`src/rtl/iter_mult_pkg.sv`:
```
// ---------------------------------------------------------------------------
// iter_mult_pkg : shared FSM states and sizing for the iterative multiplier
// Rev 1.0
// ---------------------------------------------------------------------------
`default_nettype none

package iter_mult_pkg;

    localparam int ITERATIONS = 32;
    localparam int REG_ADDR_W = 5;
    localparam int CNT_W      = 6;

    typedef enum logic [1:0] {
        IDLE = 2'd0,
        RUN  = 2'd1,
        WB   = 2'd2
    } state_t;

endpackage

`default_nettype wire

```
`src/rtl/iter_mult_wb_if.sv`:
```
// ---------------------------------------------------------------------------
// iter_mult_wb_if : issue and register-file write-port bundle of the multiplier
// Rev 1.0
// ---------------------------------------------------------------------------
`default_nettype none

interface iter_mult_wb_if #(
    parameter int WIDTH = 32
);
    import iter_mult_pkg::*;

    logic                  start;
    logic [WIDTH-1:0]      operand_a;
    logic [WIDTH-1:0]      operand_b;
    logic [REG_ADDR_W-1:0] dest_reg;
    logic                  busy;
    logic                  done;
    logic [WIDTH-1:0]      write_data;
    logic [REG_ADDR_W-1:0] write_register;
    logic                  reg_write;
    logic [WIDTH-1:0]      hi;

    modport master (
        output start, operand_a, operand_b, dest_reg,
        input  busy, done, write_data, write_register, reg_write, hi
    );

    modport slave (
        input  start, operand_a, operand_b, dest_reg,
        output busy, done, write_data, write_register, reg_write, hi
    );

endinterface

`default_nettype wire

```
`src/rtl/mult_datapath.sv`:
```
// ---------------------------------------------------------------------------
// mult_datapath : shift-add accumulator, adder and shifter driven by load/step
// Rev 1.0
// ---------------------------------------------------------------------------
`default_nettype none

module mult_datapath
    import iter_mult_pkg::*;
#(
    parameter int WIDTH = 32
) (
    input  wire logic                 clk,
    input  wire logic                 rst,
    input  wire logic                 load,
    input  wire logic                 step,
    input  wire logic [WIDTH-1:0]     a,
    input  wire logic [WIDTH-1:0]     b,
    output logic      [2*WIDTH-1:0]   product_next,
    output logic      [CNT_W-1:0]     count
);

    logic [2*WIDTH-1:0] acc;
    logic [WIDTH-1:0]   mcand;
    logic [WIDTH-1:0]   mplier;
    logic [WIDTH:0]     sum;

    // The carry out of the upper-half add becomes the new MSB after the shift.
    always_comb begin
        sum          = {1'b0, acc[2*WIDTH-1:WIDTH]} + (mplier[0] ? {1'b0, mcand} : '0);
        product_next = {sum, acc[WIDTH-1:1]};
    end

    always_ff @(posedge clk or posedge rst) begin
        if (rst) begin
            acc    <= '0;
            mcand  <= '0;
            mplier <= '0;
            count  <= '0;
        end else if (load) begin
            acc    <= '0;
            mcand  <= a;
            mplier <= b;
            count  <= '0;
        end else if (step) begin
            acc    <= product_next;
            mplier <= mplier >> 1;
            count  <= count + 1'b1;
        end
    end

endmodule

`default_nettype wire

```
`src/rtl/iter_mult_wb.sv`:
```
// ---------------------------------------------------------------------------
// iter_mult_wb : 32-step unsigned multiplier with register-file write-back
// Rev 1.0
// ---------------------------------------------------------------------------
`default_nettype none

module iter_mult_wb
    import iter_mult_pkg::*;
#(
    parameter int WIDTH = 32
) (
    input  wire logic   clk,
    input  wire logic   rst,
    iter_mult_wb_if.slave bus
);

    state_t                state;
    state_t                state_next;
    logic                  load;
    logic                  step;
    logic                  finish;
    logic [REG_ADDR_W-1:0] dest_q;
    logic [REG_ADDR_W-1:0] write_register;
    logic [WIDTH-1:0]      write_data;
    logic [WIDTH-1:0]      hi;
    logic [2*WIDTH-1:0]    product_next;
    logic [CNT_W-1:0]      count;

    mult_datapath #(
        .WIDTH (WIDTH)
    ) u_datapath (
        .clk          (clk),
        .rst          (rst),
        .load         (load),
        .step         (step),
        .a            (bus.operand_a),
        .b            (bus.operand_b),
        .product_next (product_next),
        .count        (count)
    );

    always_ff @(posedge clk or posedge rst) begin
        if (rst) begin
            state <= IDLE;
        end else begin
            state <= state_next;
        end
    end

    // The last step and the WB entry share one edge, so the result is
    // captured from the datapath's combinational next value.
    always_comb begin
        state_next = state;
        load       = 1'b0;
        step       = 1'b0;
        finish     = 1'b0;
        case (state)
            IDLE: begin
                if (bus.start) begin
                    load       = 1'b1;
                    state_next = RUN;
                end
            end
            RUN: begin
                step = 1'b1;
                if (count == CNT_W'(ITERATIONS - 1)) begin
                    finish     = 1'b1;
                    state_next = WB;
                end
            end
            WB: begin
                state_next = IDLE;
            end
            default: begin
                state_next = IDLE;
            end
        endcase
    end

    always_ff @(posedge clk or posedge rst) begin
        if (rst) begin
            dest_q         <= '0;
            write_data     <= '0;
            hi             <= '0;
            write_register <= '0;
        end else begin
            if (load) begin
                dest_q <= bus.dest_reg;
            end
            if (finish) begin
                write_data     <= product_next[WIDTH-1:0];
                hi             <= product_next[2*WIDTH-1:WIDTH];
                write_register <= dest_q;
            end
        end
    end

    assign bus.busy           = (state != IDLE);
    assign bus.done           = (state == WB);
    assign bus.reg_write      = (state == WB) && (write_register != '0);
    assign bus.write_data     = write_data;
    assign bus.write_register = write_register;
    assign bus.hi             = hi;

endmodule

`default_nettype wire

```
`src/flat_wrapper.sv`:
```
// flat-port wrapper written by rule: the top's interface ports become plain ports
module iter_mult_wb_flat import iter_mult_pkg::*;
#(
    parameter int WIDTH = 32
)
  (clk, rst, bus_start, bus_operand_a, bus_operand_b, bus_dest_reg, bus_busy, bus_done, bus_write_data, bus_write_register, bus_reg_write, bus_hi);
  iter_mult_wb_if #(.WIDTH(WIDTH)) bus_i ();
  input  wire logic clk;
  input  wire logic rst;
  input wire logic [$bits(bus_i.start)-1:0] bus_start;
  input wire logic [$bits(bus_i.operand_a)-1:0] bus_operand_a;
  input wire logic [$bits(bus_i.operand_b)-1:0] bus_operand_b;
  input wire logic [$bits(bus_i.dest_reg)-1:0] bus_dest_reg;
  output wire logic [$bits(bus_i.busy)-1:0] bus_busy;
  output wire logic [$bits(bus_i.done)-1:0] bus_done;
  output wire logic [$bits(bus_i.write_data)-1:0] bus_write_data;
  output wire logic [$bits(bus_i.write_register)-1:0] bus_write_register;
  output wire logic [$bits(bus_i.reg_write)-1:0] bus_reg_write;
  output wire logic [$bits(bus_i.hi)-1:0] bus_hi;
  assign bus_i.start = bus_start;
  assign bus_i.operand_a = bus_operand_a;
  assign bus_i.operand_b = bus_operand_b;
  assign bus_i.dest_reg = bus_dest_reg;
  assign bus_busy = bus_i.busy;
  assign bus_done = bus_i.done;
  assign bus_write_data = bus_i.write_data;
  assign bus_write_register = bus_i.write_register;
  assign bus_reg_write = bus_i.reg_write;
  assign bus_hi = bus_i.hi;
  iter_mult_wb #(.WIDTH(WIDTH)) u_core (.clk(clk), .rst(rst), .bus(bus_i));
endmodule
```
`config.mk`:
```
export PLATFORM = sky130hd
export DESIGN_NAME = iter_mult_wb_flat
export DESIGN_NICKNAME = d
export VERILOG_FILES = /design/src/rtl/iter_mult_pkg.sv /design/src/rtl/iter_mult_wb_if.sv /design/src/rtl/mult_datapath.sv /design/src/rtl/iter_mult_wb.sv /design/src/flat_wrapper.sv
export SDC_FILE = /design/constraint.sdc
export NUM_CORES = 1
export LEC_CHECK = 0
export ABC_AREA = 1
export ABC_CLOCK_PERIOD_IN_PS = 8300
export BUFFER_PORTS_ARGS = -buffer_cell sky130_fd_sc_hd__buf_2
export CORE_ASPECT_RATIO = 0.6
export CORE_MARGIN = 2
export CORE_UTILIZATION = 35
export CTS_CLUSTER_SIZE = 40
export DETAILED_ROUTE_END_ITERATION = 6
export GPL_TIMING_DRIVEN = 0
export SLEW_MARGIN = 10
export SYNTH_ARGS = -nofsm -noshare
export SYNTH_HDL_FRONTEND = slang
export SYNTH_SLANG_ARGS = --single-unit
```
`constraint.sdc`:
```
create_clock -name clk -period 8.3 [get_ports clk]
set_input_delay 0.83 -clock clk [delete_from_list [all_inputs] [get_ports clk]]
set_output_delay 0.83 -clock clk [all_outputs]
set_load 0.1 [all_outputs]
```
Yosys cells after proc, flatten, opt, wreduce, memory -nomap -nowiden
Index checks and enable logic that the tools add are counted.
{"block": "totals", "reg_bits": 210, "output_inout_bits": 72, "wordCells": 37, "input_bits": 72}
{"block": "classes", "eq_ne": 5, "mux": 15, "n_reduce_logical": 6, "addsub": 2}
{"operator": "$mux 64", "count": 2}
{"operator": "$mux 32", "count": 3}
{"operator": "$add 32x33->33", "count": 1}
{"operator": "$mux 6", "count": 2}
{"operator": "$add 6x1->6 const B", "count": 1}
{"operator": "$eq 6x5->1 const B", "count": 1}
{"operator": "$mux 1", "count": 5}
{"operator": "$reduce_bool 5->1", "count": 1}
{"operator": "$mux 2", "count": 2}
{"operator": "$pmux 2 s2", "count": 1}
{"operator": "$reduce_bool 2->1", "count": 2}
{"operator": "$eq 2x1->1 const B", "count": 1}
{"operator": "$eq 2x2->1 const B", "count": 1}
{"operator": "$logic_not 2->1", "count": 1}
{"operator": "$ne 2x1->1 const B", "count": 1}
{"operator": "$ne 2x2->1 const B", "count": 1}
{"operator": "$reduce_and 2->1", "count": 1}
{"operator": "$logic_and 1x1->1", "count": 1}

Depth between registers and ports, before layout
{"block": "logic_depth", "word_depth": 4, "mapped_depth": 17, "depth_no_buf": 15}

By module
Synthesis repeated with hierarchy kept, for this count alone.
{"block": "hier_totals", "hier_cells": 1512, "hier_area_um2": 11388.4}
{"mod": "mult_datapath", "cells_each": 1162, "area_per_inst_um2": 8174.1, "seq_area_each_um2": 3328.2, "instances": 1}
{"mod": "iter_mult_wb", "cells_each": 350, "area_per_inst_um2": 3214.3, "seq_area_each_um2": 1901.8, "instances": 1}

Worst setup path after synthesis
Ideal clock, no wire load.
{"block": "synth_path", "path_type": "register -> output", "startpoint": "register u_core.state[1]", "endpoint": "output bus_reg_write", "path_stages_with_launch": 5, "path_slack_ps": 4894, "path_buffers": 0, "t_required_ps": 7470, "arrival_time_ps": 2576, "cell_sequence": "dfrtp_1 inv_1 nor2_1 o41ai_1 inv_1"}
{"block": "synth_via", "elab_chain_len": 2}
{"item": "from (decl)", "line": "iter_mult_wb.sv:17", "rtl": "state_t state;"}
{"item": "from (signal assigned)", "line": "iter_mult_wb.sv:46", "rtl": "state <= state_next;"}
{"item": "$eq 2x2->1"}
{"item": "via bus_done", "line": "flat_wrapper.sv:15", "rtl": "output wire logic [$bits(bus_i.done)-1:0] bus_done;"}
{"item": "$logic_and 1x1->1", "line": "iter_mult_wb.sv:100", "rtl": "assign bus.reg_write = (state == WB) && (write_register != '0);"}
{"item": "to (decl)", "line": "flat_wrapper.sv:18", "rtl": "output wire logic [$bits(bus_i.reg_write)-1:0] bus_reg_write;"}
The timed path passes the listed nets, and every way through them passes these cells.

Worst setup path after layout
{"block": "layout_path", "startpoint": "register u_core.u_datapath.mplier[0]", "endpoint": "register u_core.hi[21], in the netlist u_core.bus.hi[21]"}
{"block": "layout_via", "elab_chain_len": 2}
{"item": "from (decl)", "line": "mult_datapath.sv:24", "rtl": "logic [WIDTH-1:0] mplier;"}
{"item": "from (signal assigned)", "line": "mult_datapath.sv:46", "rtl": "mplier <= mplier >> 1;"}
{"item": "$mux 32", "line": "mult_datapath.sv:29", "rtl": "sum = {1'b0, acc[2*WIDTH-1:WIDTH]} + (mplier[0] ? {1'b0, mcand} : '0);"}
{"item": "$add 32x33->33", "line": "mult_datapath.sv:29"}
{"item": "to (signal assigned)", "line": "iter_mult_wb.sv:92", "rtl": "hi <= product_next[2*WIDTH-1:WIDTH];"}
{"item": "to (decl)", "line": "iter_mult_wb.sv:25", "rtl": "logic [WIDTH-1:0] hi;"}
Every way passes these cells.
A chain may end at the register's enable or synchronous reset.

==> metrics <==
row count slightly below 50; DRT Wirelength ~30 mm; Clock Tree Buf Depth 3; Leakage 7.135 nW; post-synthesis mux area share 0; Via-to-Cell Ratio roughly 4.7; DRC violation count after routing 0; RR Endpoint u_core.bus.hi[21]; status completed; met3 Track Usage GR 0.04132; GR Util met1 0.3223; post-route cell area ~0.013 mm²; first-pass GRT wire length just under 50 mm; Ant. Diodes 0; post-synth net total between 1k and 1.5k; share of post-route cells with drive strength above 1 0.1451; DP Wirelength between 20 and 25 mm; slew of the pin with the lowest slew margin about 0.72 ns; Pwr Density between 400 and 500 mW/mm²; postcts setup bufs 0; commonest non-fill, non-tap cells in the layout nand2_1 (549), inv_1 (218), dfrtp_1 (209); number of synthesized flops with an enable pin 0; CP endpoint kind flop; vias in the first global route 8603; synthesis-to-finish area growth 19.70%; post-synthesis cell area approximately 0.011 mm²; minimum clock period between 3 and 4 ns; Syn Inst Count ~1.4k; Most used DFF post-synth dfrtp_1; total grt overflow 0; largest net degree at the start of global routing 117; antenna-violating nets left 0; headroom to the max-slew limit 0.5219; Initial Util 0.3539; HP Class primary input to asynchronous set/reset pin; synthesis-stage register bit count around 210; count of final setup violators 0; post-synthesis compound-gate area fraction 0.09365; Pre-antenna DRT Iters 7; Num CTS Buffers 22; routability cong. around 0.96; Final Max Tran Viols 0; cts repair resizes 0; Core Area 0.02986 mm²; largest family of logic cells by synthesized area simple AND/OR/NAND/NOR gates; Crit Path Class flop to flop; Syn Area/Cell approximately 7.7 µm²; synth warn 0; final hold slack 0.4024 ns; die height ~140 µm; clk_skew approximately 0.011 ns; root buffer cell clkbuf_16; footprint of the multi-input gates 0.004252 mm²; largest fanout on the critical path 10; CTS clk-pin slew, worst paths roughly 0.06 ns; worst reg2reg startpoint u_core.u_datapath.mplier[0]; critical path data required time around 8.7 ns; DP Area approximately 0.012 mm²; H-tree depth 1; die width 228.3 µm; clock sinks between 200 and 250; number of I/O port buffers approximately 140; Simple-Gate Fraction of Synth Area 0.2561; Vias slightly above 9k; initial detailed-routing violation count 729; Startpoint Class flop; WL/cell approximately 15 µm; clk_lat worst skew around 0.52 ns; Storage cell area roughly 0.0052 mm²; Adder-Cell Fraction of Synth Area 0.04097; RSZ-0062 raised after global routing false; CTS tree done; Seq/Total Area, Yosys 0.4949; synth unique cells 34; Synth Area in XOR/XNOR 0.01160; # nets final 1648; max frequency ~0.32 GHz; fraction of registers with async set/reset 1.000; M2 GR Usage 0.2421; Hold Fails Final Rpt 0; CTS Hold Buffers Added 0; Max Cap Viol 0; I/O pins approximately 140; die area 0.03164 mm²; reg2reg setup slack 5.21 ns; # fillers 3112; most common cell after layout, fill and taps aside nand2_1; CP arrival 3.49 ns; R2R depth 16; peak supply drop around 0.23 mV; Final Cycle Share 0.3723; GRT Util Overall 0.1908; gr busiest metal met1; antenna violations before repair 1
## power breakdown
part	internal (mW)	switching, mW	total, mW
Clock	0.675	0.428	1.10
Combinational	0.780	2.27	3.05
Sequential	1.46	0.208	1.67
## layout make-up
class | count | area share
plain buffers | 49 | 0.01968
clock buffers | 29 | 0.05114
clock inverters | 11 | 0.01375
inverters | 223 | 0.06677
multi-input cells | 893 | 0.3361
flip-flops and latches | 209 | 0.4135
well taps | 408 | 0.04036
repair buffers | 144 | 0.05875
## worst max-delay path: stages, from the launching register on
cell and delay [ns]:
dfrtp_1 0.32, clkbuf_1 0.33, clkbuf_1 0.50, nand2_1 0.13, inv_1 0.10, ha_1 0.24
nand2_1 0.08, nor2_1 0.19, nand2_1 0.09, nand3_1 0.19, nand2_1 0.10, nand2_1 0.18
nand2_1 0.10, nand2_1 0.06, nand2_1 0.06, nand3_1 0.21, nand2_1 0.08
## Yosys cell counts (2+ instances only)
master / n / area (µm²)
nand3_1: 65 / 325.3
dfrtp_1: 209 / 5230
o21ai_0: 32 / 160.2
nand2_1: 549 / 2061
xor2_1: 3 / 26.28
inv_1: 219 / 822.0
o21ai_1: 41 / 205.2
buf_2: 24 / 120.1
nor2_2: 2 / 12.51
clkbuf_1: 17 / 63.81
o22ai_1: 31 / 193.9
nor3_1: 4 / 20.02
o21bai_1: 2 / 15.01
ha_1: 33 / 412.9
nand4_1: 4 / 25.02
nor2_4: 2 / 22.52
xnor2_1: 11 / 96.34
a22o_1: 2 / 17.52
nand3b_1: 6 / 45.04
buf_6: 4 / 45.04
o221ai_1: 30 / 262.8
nor2_1: 47 / 176.4
or2_2: 2 / 12.51
a21oi_1: 21 / 105.1
inv_2: 4 / 15.01
buf_1: 2 / 7.510
## worst max-delay path by stage
stage,from,end,slack (ns),depth (start not counted)
2_1_floorplan,rst,u_core.bus.hi[0],1.76,1
3_3_place_gp,rst,u_core.bus.hi[19],-0.80,2
3_5_place_dp,u_core.u_datapath.mplier[0],u_core.bus.hi[21],5.24,16
4_1_cts,u_core.u_datapath.mplier[0],u_core.bus.hi[21],5.24,16
5_1_grt,u_core.u_datapath.mplier[0],u_core.bus.hi[21],4.94,16
6_report,u_core.u_datapath.mplier[0],u_core.bus.hi[21],5.21,16
## cell families after synthesis
group,count (synthesis)
AOI/OAI and AO/OA,163
buffers and inverters,272
xor gates and xnor gates,14
and+or+nand+nor,682
adders and majority gates,34
DFF,209
## stage by stage
stage	utilization	TNS (ns)	setup slack, ns	instances	total power, mW
floorplan	-	0	1.761	1374	3.999
global placement	0.3950	-163.80	-0.8002	1925	4.666
detailed placement	0.3962	0	5.242	1926	4.715
CTS	0.4237	0	5.243	1966	5.838
global route	0.4237	0	4.940	1966	6.235
finish	0.4237	0	5.210	1966	5.822
## sequential cells by signal, summed over array words and instances, names as in the netlist
register / count
u_core.u_datapath.acc: 63
u_core.bus.hi: 32
u_core.bus.write_data: 32
u_core.u_datapath.mcand: 32
u_core.u_datapath.mplier: 32
u_core.u_datapath.count: 6
u_core.bus.write_register: 5
u_core.dest_q: 5
u_core.state: 2
## routing by layer
layer  wire length, µm  vias up
met5                 0        -
met4               503        0
met3              2109       34
met2             10930      254
met1             16720     4304
li1                  -     4624
Power figures use the tool's default switching activity.
